[src/rtl/mlu_seq.sv]
// Operation sequencer feeding a combinational 32-bit MLU: runs one pass (narrow) or two chained passes (wide).
// Optional build macro MLU_SEQ_BACK_TO_BACK_EN lets DONE retire a result and accept the next request on the same edge.
module mlu_seq #(
  parameter int unsigned HI_PASS_EN = 1
) (
  input  logic        CLK,
  input  logic        RST,
  input  logic        REQ_VALID,
  output logic        REQ_READY,
  input  logic [2:0]  REQ_OP,
  input  logic [63:0] REQ_A,
  input  logic [63:0] REQ_B,
  input  logic        REQ_WIDE,
  input  logic        REQ_USE_CARRY,
  input  logic        REQ_CARRY,
  output logic [31:0] MLU_A,
  output logic [31:0] MLU_B,
  output logic [2:0]  MLU_OP,
  output logic        MLU_C_IN,
  input  logic [31:0] MLU_OUT,
  input  logic        MLU_Z,
  input  logic        MLU_C,
  input  logic        MLU_N,
  output logic        RES_VALID,
  input  logic        RES_READY,
  output logic [63:0] RES_OUT,
  output logic        RES_Z,
  output logic        RES_C,
  output logic        RES_N,
  output logic [1:0]  DBG_STATE
);

  // Handshakes: a transfer happens on a rising CLK edge where valid and ready are both 1;
  // valid never depends on ready, and RES_* stays stable while RES_VALID=1 and RES_READY=0.

  localparam logic [1:0] S_IDLE = 2'd0;
  localparam logic [1:0] S_LO   = 2'd1;
  localparam logic [1:0] S_HI   = 2'd2;
  localparam logic [1:0] S_DONE = 2'd3;

  // Opcode values mirror the common::MLU_* encoding used by the MLU.
  localparam logic [2:0] MLU_NOP0 = 3'd0;
  localparam logic [2:0] MLU_ADD  = 3'd1;
  localparam logic [2:0] MLU_SUB  = 3'd2;

  logic [1:0]  state;
  logic [2:0]  op_q;
  logic [63:0] a_q;
  logic [63:0] b_q;
  logic        wide_q;
  logic        use_carry_q;
  logic        carry_in_q;
  logic        carry_q;
  logic        z_lo_q;
  logic [31:0] lo_q;
  logic [63:0] res_out_q;
  logic        res_z_q;
  logic        res_c_q;
  logic        res_n_q;
  logic        is_arith;
  logic        accept;
  logic        req_wide_eff;
  logic        cin_lo;

  assign is_arith     = (op_q == MLU_ADD) || (op_q == MLU_SUB);
  assign req_wide_eff = (HI_PASS_EN != 0) && REQ_WIDE;
  assign accept       = REQ_VALID && REQ_READY;

  always_comb begin
    REQ_READY = 1'b0;
    case (state)
      S_IDLE: REQ_READY = 1'b1;
`ifdef MLU_SEQ_BACK_TO_BACK_EN
      S_DONE: REQ_READY = RES_READY;
`else
      S_DONE: REQ_READY = 1'b0;
`endif
      default: REQ_READY = 1'b0;
    endcase
  end

  // SUB relies on the MLU computing A + ~B + C_IN, so a plain subtract needs C_IN=1.
  always_comb begin
    cin_lo = 1'b0;
    case (op_q)
      MLU_ADD: cin_lo = use_carry_q ? carry_in_q : 1'b0;
      MLU_SUB: cin_lo = use_carry_q ? carry_in_q : 1'b1;
      default: cin_lo = 1'b0;
    endcase
  end

  always_comb begin
    MLU_A    = 32'd0;
    MLU_B    = 32'd0;
    MLU_OP   = MLU_NOP0;
    MLU_C_IN = 1'b0;
    case (state)
      S_LO: begin
        MLU_A    = a_q[31:0];
        MLU_B    = b_q[31:0];
        MLU_OP   = op_q;
        MLU_C_IN = cin_lo;
      end
      S_HI: begin
        MLU_A    = a_q[63:32];
        MLU_B    = b_q[63:32];
        MLU_OP   = op_q;
        MLU_C_IN = is_arith & carry_q;
      end
      default: begin
        MLU_A    = 32'd0;
        MLU_B    = 32'd0;
        MLU_OP   = MLU_NOP0;
        MLU_C_IN = 1'b0;
      end
    endcase
  end

  always_ff @(posedge CLK) begin
    if (RST) begin
      op_q        <= MLU_NOP0;
      a_q         <= 64'd0;
      b_q         <= 64'd0;
      wide_q      <= 1'b0;
      use_carry_q <= 1'b0;
      carry_in_q  <= 1'b0;
    end else if (accept) begin
      op_q        <= REQ_OP;
      a_q         <= REQ_A;
      b_q         <= REQ_B;
      wide_q      <= req_wide_eff;
      use_carry_q <= REQ_USE_CARRY;
      carry_in_q  <= REQ_CARRY;
    end
  end

  // The low word is staged in lo_q so the visible result only changes when RES_VALID rises.
  always_ff @(posedge CLK) begin
    if (RST) begin
      state     <= S_IDLE;
      carry_q   <= 1'b0;
      z_lo_q    <= 1'b0;
      lo_q      <= 32'd0;
      res_out_q <= 64'd0;
      res_z_q   <= 1'b0;
      res_c_q   <= 1'b0;
      res_n_q   <= 1'b0;
    end else begin
      case (state)
        S_IDLE: begin
          if (accept) state <= S_LO;
        end
        S_LO: begin
          lo_q    <= MLU_OUT;
          z_lo_q  <= MLU_Z;
          carry_q <= MLU_C;
          if (wide_q) begin
            state <= S_HI;
          end else begin
            res_out_q <= {32'd0, MLU_OUT};
            res_z_q   <= MLU_Z;
            res_c_q   <= is_arith & MLU_C;
            res_n_q   <= MLU_N;
            state     <= S_DONE;
          end
        end
        S_HI: begin
          res_out_q <= {MLU_OUT, lo_q};
          res_z_q   <= z_lo_q & MLU_Z;
          res_c_q   <= is_arith & MLU_C;
          res_n_q   <= MLU_N;
          state     <= S_DONE;
        end
        S_DONE: begin
          if (RES_READY) state <= accept ? S_LO : S_IDLE;
        end
        default: state <= S_IDLE;
      endcase
    end
  end

  assign RES_VALID = (state == S_DONE);
  assign RES_OUT   = res_out_q;
  assign RES_Z     = res_z_q;
  assign RES_C     = res_c_q;
  assign RES_N     = res_n_q;
  assign DBG_STATE = state;

endmodule

[config.mk]
export PLATFORM = sky130hd
export DESIGN_NAME = mlu_seq
export DESIGN_NICKNAME = d
export VERILOG_FILES = /design/src/rtl/mlu_seq.sv
export SDC_FILE = /design/constraint.sdc
export NUM_CORES = 1
export LEC_CHECK = 0
export ABC_AREA = 1
export CORE_UTILIZATION = 42
export DETAILED_ROUTE_END_ITERATION = 16
export GPL_TIMING_DRIVEN = 1
export PLACE_DENSITY = 0.84
export SKIP_LAST_GASP = 1
export SYNTH_ARGS = -nofsm -noshare
export SYNTH_HDL_FRONTEND = slang
export SYNTH_SLANG_ARGS = --single-unit
export TNS_END_PERCENT = 20
[constraint.sdc]
create_clock -name CLK -period 1.35 [get_ports CLK]
set_input_delay 0.135 -clock CLK [delete_from_list [all_inputs] [get_ports CLK]]
set_output_delay 0.135 -clock CLK [all_outputs]
set_load 0.01 [all_outputs]
== After elaboration in Yosys (flattened, before gate mapping) ==
Index checks and enable logic that the tools add are counted.
Storage, ports and cells
  word-level logic and storage cells: 53
  bits in registers: 237
  output and inout bits: 139
  input port bits: 173
Cells by class
  bitwise logic cells: 3
  equality and inequality tests: 8
  reduce and logical (&&, ||, !) cells: 7
  muxes and demuxes: 21
Operator list (number)
  $pmux 32 s2: 2
  $pmux 64 s2: 1
  $mux 64: 1
  $pmux 1 s2: 5
  $mux 1: 8
  $pmux 2 s4: 1
  $eq 2x2->1 const B: 2
  $mux 2: 2
  $ne 2x2->1 const B: 2
  $reduce_and 2->1: 2
  $and 1x1->1: 3
  $eq 3x1->1 const B: 1
  $eq 3x2->1 const B: 1
  $mux 3: 1
  $eq 2x1->1 const B: 1
  $logic_not 2->1: 1
  $ne 2x1->1 const B: 1
  $reduce_bool 2->1: 1
  $reduce_or 2->1: 1
  $logic_and 1x1->1: 1
  $logic_or 1x1->1: 1

== Depth between registers and ports, before layout ==
  depth after elaboration: 6
  depth in mapped cells: 10
  depth with buffers taken out: 8

== Worst setup path after synthesis ==
No wires, ideal clock.
  path kind: register to register
  from: reg state[0] (netlist: DBG_STATE[0])
  to: reg res_out_q[17] (netlist: RES_OUT[17])
  buffers on the path: 3
  data required time: 1.234 ns
  setup time: 0.116 ns
  slack: -0.242 ns
  stages on the path, launching flop included: 10
  arrival time: 1.476 ns
  clock period less this slack: 1.592 ns
  cell sequence: dfxtp_1 inv_1 ha_1 buf_2 nand2_2 nand2_2 buf_6 buf_2 o21ai_0 nor2_1
Between the ends
  word-level cells in the longest chain between the ends: 3
  elaborated cells on any way between the ends: 6
  classes of those cells: eq/ne (3); mux (1); reduce/logical (2)
RTL lines
  start, declared: RTL line 46  | logic [1:0] state;
  start signal, assigned: RTL line 175  | if (RES_READY) state <= accept ? S_LO : S_IDLE;
  $eq 2x1->1 or $eq 2x2->1 (tied branches): RTL line 149  | case (state)
  $ne 2x2->1 (no line) or $reduce_bool 2->1 (tied branches)
  $reduce_and 2->1 (no line)
  end signal, assigned: RTL line 160  | res_out_q <= {32'd0, MLU_OUT};
  end signal, assigned: RTL line 168  | res_out_q <= {MLU_OUT, lo_q};
  end, declared: RTL line 56  | logic [63:0] res_out_q;
Several ways; a longest one is shown, not always the timed one.
A chain may end at the register's enable or synchronous reset.

== Worst setup path after layout ==
  from: reg state[0] (netlist: DBG_STATE[0])
  to: out MLU_A[4]
Between the ends
  word-level cells in the longest chain between the ends: 2
  elaborated cells on any way between the ends: 3
  classes of those cells: eq/ne (2); mux (1)
RTL lines
  $eq 2x2->1 or $eq 2x1->1 (tied branches): RTL line 97  | case (state)
  $pmux 32 s2 (*): RTL line 97
  end, declared: RTL line 16  | output logic [31:0] MLU_A,
Every way passes the cells marked *; elsewhere a longest branch is shown, timed or not.

==> flow_summary.json <==
{
  "outcome": "finished with violations",
  "failed_checks": "setup timing",
  "postSynthCellCount": 1356,
  "cp.required_ns": 1.22,
  "clock_latency_ns": 0.52,
  "die_area_um2": 23400,
  "seqCellArea_um2": 4750,
  "grt_util_all_layers_pct": 29.5,
  "clock_tree.htree_level_count": 1,
  "syn-num-nets": 1534,
  "dpl.cell_count": 1910,
  "dr_wl_met2_mm": 19.2,
  "rsz0062_at_grt": "true",
  "synth_seq_cells": 237,
  "max_clock_freq_mhz": 490,
  "pre_cts_ws_ns": -0.620,
  "antenna_violating_nets_post_route": 0,
  "route.detailed.wl_per_inst_um": 19.5,
  "grt_pass1_vias": 10300,
  "dr.pass1.iters": 5,
  "wire_length_the_detailed_router_placed_on_met1_mm": 14.1,
  "floorplan.core_area_um2": 22100,
  "postRouteWirelength_mm": 39.2,
  "layout-area-overhead-vs-synth_pct": 65.4,
  "buffer_ports.inserted": 311,
  "clk_path_buf_depth": 3,
  "syn_avg_cell_area_um2": 7.07,
  "vias_per_cell": 5.54,
  "start_util_pct": 43.4,
  "tritoncts.num_buffers": 24,
  "worst_ir_drop_vdd_v": 0.00158,
  "vias": 11200,
  "power_leakage_nw": 6.72,
  "final_net_count": 1894,
  "rows": 54,
  "final_cell_mix": "sky130_fd_sc_hd__nor2_1, sky130_fd_sc_hd__clkdlybuf4s50_1, sky130_fd_sc_hd__dfxtp_1",
  "clock_tree_skew_after_final_layout_ns": 0.0158,
  "fp.dieH_um": 153,
  "synthDistinctLibCells": 17,
  "hold_class": "in -> reg",
  "mappedNetlistArea_um2": 9590,
  "layout_worst_path_cycle_share_pct": 151,
  "drt_drc_violations_left": 0,
  "synth_seq_area_share_pct": 49.5,
  "global_route.overflow_total": 0,
  "post_layout_minimum_cycle_time_ns": 2.04,
  "place_congestion": 0.969,
  "clk_pin_slew_ns": 0.07,
  "report.final.setup_viol": 364,
  "timing.critical_path.from_type": "register",
  "dp_hpwl_mm": 22.4,
  "fraction_of_final_layout_cells_with_drive_strength_greater_than_1_pct": 23.3,
  "final_critical_path_setup_slack_ns": -0.693,
  "grt_pass1_wl_mm": 55.5,
  "most_common_library_cell_in_the_layout_ignoring_fill_and_taps": "sky130_fd_sc_hd__nor2_1",
  "fin_setup_tns_ns": -107.65,
  "drt_iter0_markers": 941,
  "maxUsedRoutingLayer": "met5",
  "clock-sinks": 237,
  "critical_path_peak_fanout": 6,
  "worst_slew_pin_slew_ns": 0.402,
  "antenna_violations_before_repair": 1,
  "relSlewSlack_pct": 73.2,
  "tritoncts": "done",
  "synthesis.yosys.warnings": 0,
  "n_antenna_cell": 0,
  "stdcell_count": 2011,
  "pin_count_of_the_biggest_net_entering_global_routing": 62,
  "die_width_um": 153,
  "routed-wl-met3_mm": 4.23,
  "boundaryPins": 312,
  "multi_input_comb_area_um2": 4960,
  "fill_cells": 1528,
  "drv.max_cap_violation_count": 0,
  "finalHoldViolations": 0,
  "crit_path_end_kind": "output pin",
  "cts_root_buffer": "sky130_fd_sc_hd__clkbuf_16",
  "ctsHoldBuffers": 0,
  "critical_path_arrival_ns": 1.91,
  "timing_max_transition_violations_final": 0,
  "worst_setup_path_category": "reg -> out",
  "power_density_nw_per_um2": 2470
}
[Yosys cell counts]
| cell type | number | area, µm² |
|---|---|---|
| sky130_fd_sc_hd__dfxtp_1 | 237 | 4740 |
| sky130_fd_sc_hd__nand3_1 | 1 | 5.00 |
| sky130_fd_sc_hd__buf_6 | 2 | 22.5 |
| sky130_fd_sc_hd__inv_2 | 3 | 11.3 |
| sky130_fd_sc_hd__buf_2 | 39 | 195 |
| sky130_fd_sc_hd__clkbuf_1 | 57 | 214 |
| sky130_fd_sc_hd__o21ai_1 | 28 | 140 |
| sky130_fd_sc_hd__inv_1 | 46 | 173 |
| sky130_fd_sc_hd__o21ai_0 | 240 | 1200 |
| sky130_fd_sc_hd__nand2_2 | 2 | 12.5 |
| sky130_fd_sc_hd__nand3b_1 | 1 | 7.51 |
| sky130_fd_sc_hd__nand2_1 | 180 | 676 |
| sky130_fd_sc_hd__buf_4 | 7 | 52.6 |
| sky130_fd_sc_hd__ha_1 | 5 | 62.6 |
| sky130_fd_sc_hd__buf_1 | 2 | 7.51 |
| sky130_fd_sc_hd__a21oi_1 | 133 | 666 |
| sky130_fd_sc_hd__nor2_1 | 373 | 1400 |
[registers in the layout (all words and copies together), names as in the netlist]
| register | cells |
|---|---|
| RES_OUT | 64 |
| DBG_STATE | 2 |
| use_carry_q | 1 |
| carry_in_q | 1 |
| a_q | 64 |
| RES_Z | 1 |
| RES_N | 1 |
| carry_q | 1 |
| z_lo_q | 1 |
| lo_q | 32 |
| b_q | 64 |
| op_q | 3 |
| wide_q | 1 |
| RES_C | 1 |
[path summary, 6_finish.rpt]
kind | from | end | slack [ns] | cells past startpoint
max | DBG_STATE[0] | MLU_A[4] | -0.69 | 8
min | MLU_N | RES_N | 0.19 | 3
max reg2reg | DBG_STATE[1] | RES_OUT[28] | -0.63 | 12
min reg2reg | wide_q | wide_q | 0.45 | 2
[cells by family (layout without fill, tap and decap cells)]
family,count (synthesis),after routing,share of synthesized area (%)
adders and majority gates,5,5,0.652
AOI/OAI and AO/OA,401,401,20.9
DFF,237,237,49.5
and+or+nand+nor,557,557,21.9
buffers and inverters,156,531,7.05
[layer usage]
layer	GRT usage (%)	vias up
li1	-	5104
met1	34.7	5218
met2	51.3	686
met3	7.60	140
met4	11.7	2
met5	0	-
[where the power goes]
part	switching (mW)	leakage (nW)	total, mW	internal (mW)
Sequential	1.69	1.96	11.2	9.55
Combinational	11.0	4.37	21.0	10.0
Clock	2.85	0.391	6.88	4.04
[stage by stage]
stage          hold WS, ns  instance area, µm²  total power, mW  util (%)
6_report             0.194               15900             39.2      71.8
5_1_grt              0.228               15900             41.0      71.8
4_1_cts              0.185               15000             35.5      67.7
3_5_place_dp         0.450               13500             25.6      61.1
3_3_place_gp         0.447               13500             25.1      61.1
2_1_floorplan        0.207                9630             18.6         -
[layout make-up]
| class | instances | share of cell area, % |
|---|---|---|
| flip-flops and latches | 237 | 30.0 |
| repair buffers | 441 | 30.0 |
| well taps | 280 | 2.21 |
| clock buffers | 33 | 4.46 |
| multi-input cells | 963 | 31.3 |
| clock inverters | 8 | 0.623 |
| inverters | 49 | 1.41 |
[critical path: stages (launching register included)]
cell	delay (ns)
sky130_fd_sc_hd__dfxtp_4	0.37
sky130_fd_sc_hd__buf_6	0.10
sky130_fd_sc_hd__ha_4	0.18
sky130_fd_sc_hd__buf_6	0.15
sky130_fd_sc_hd__buf_12	0.11
sky130_fd_sc_hd__clkbuf_16	0.13
sky130_fd_sc_hd__nand2_1	0.08
sky130_fd_sc_hd__a21oi_2	0.12
sky130_fd_sc_hd__buf_2	0.14
[what timing repair did]
| item | 4_1_cts | 5_1_grt |
|---|---|---|
| pin swaps | 24 | 50 |
| endpoints found under the setup margin | 374 | 374 |
| gates resized for setup | 344 | 221 |
| setup buffers | 22 | 21 |
| gates cloned | 11 | 9 |
(Power assumes the default switching activity.)
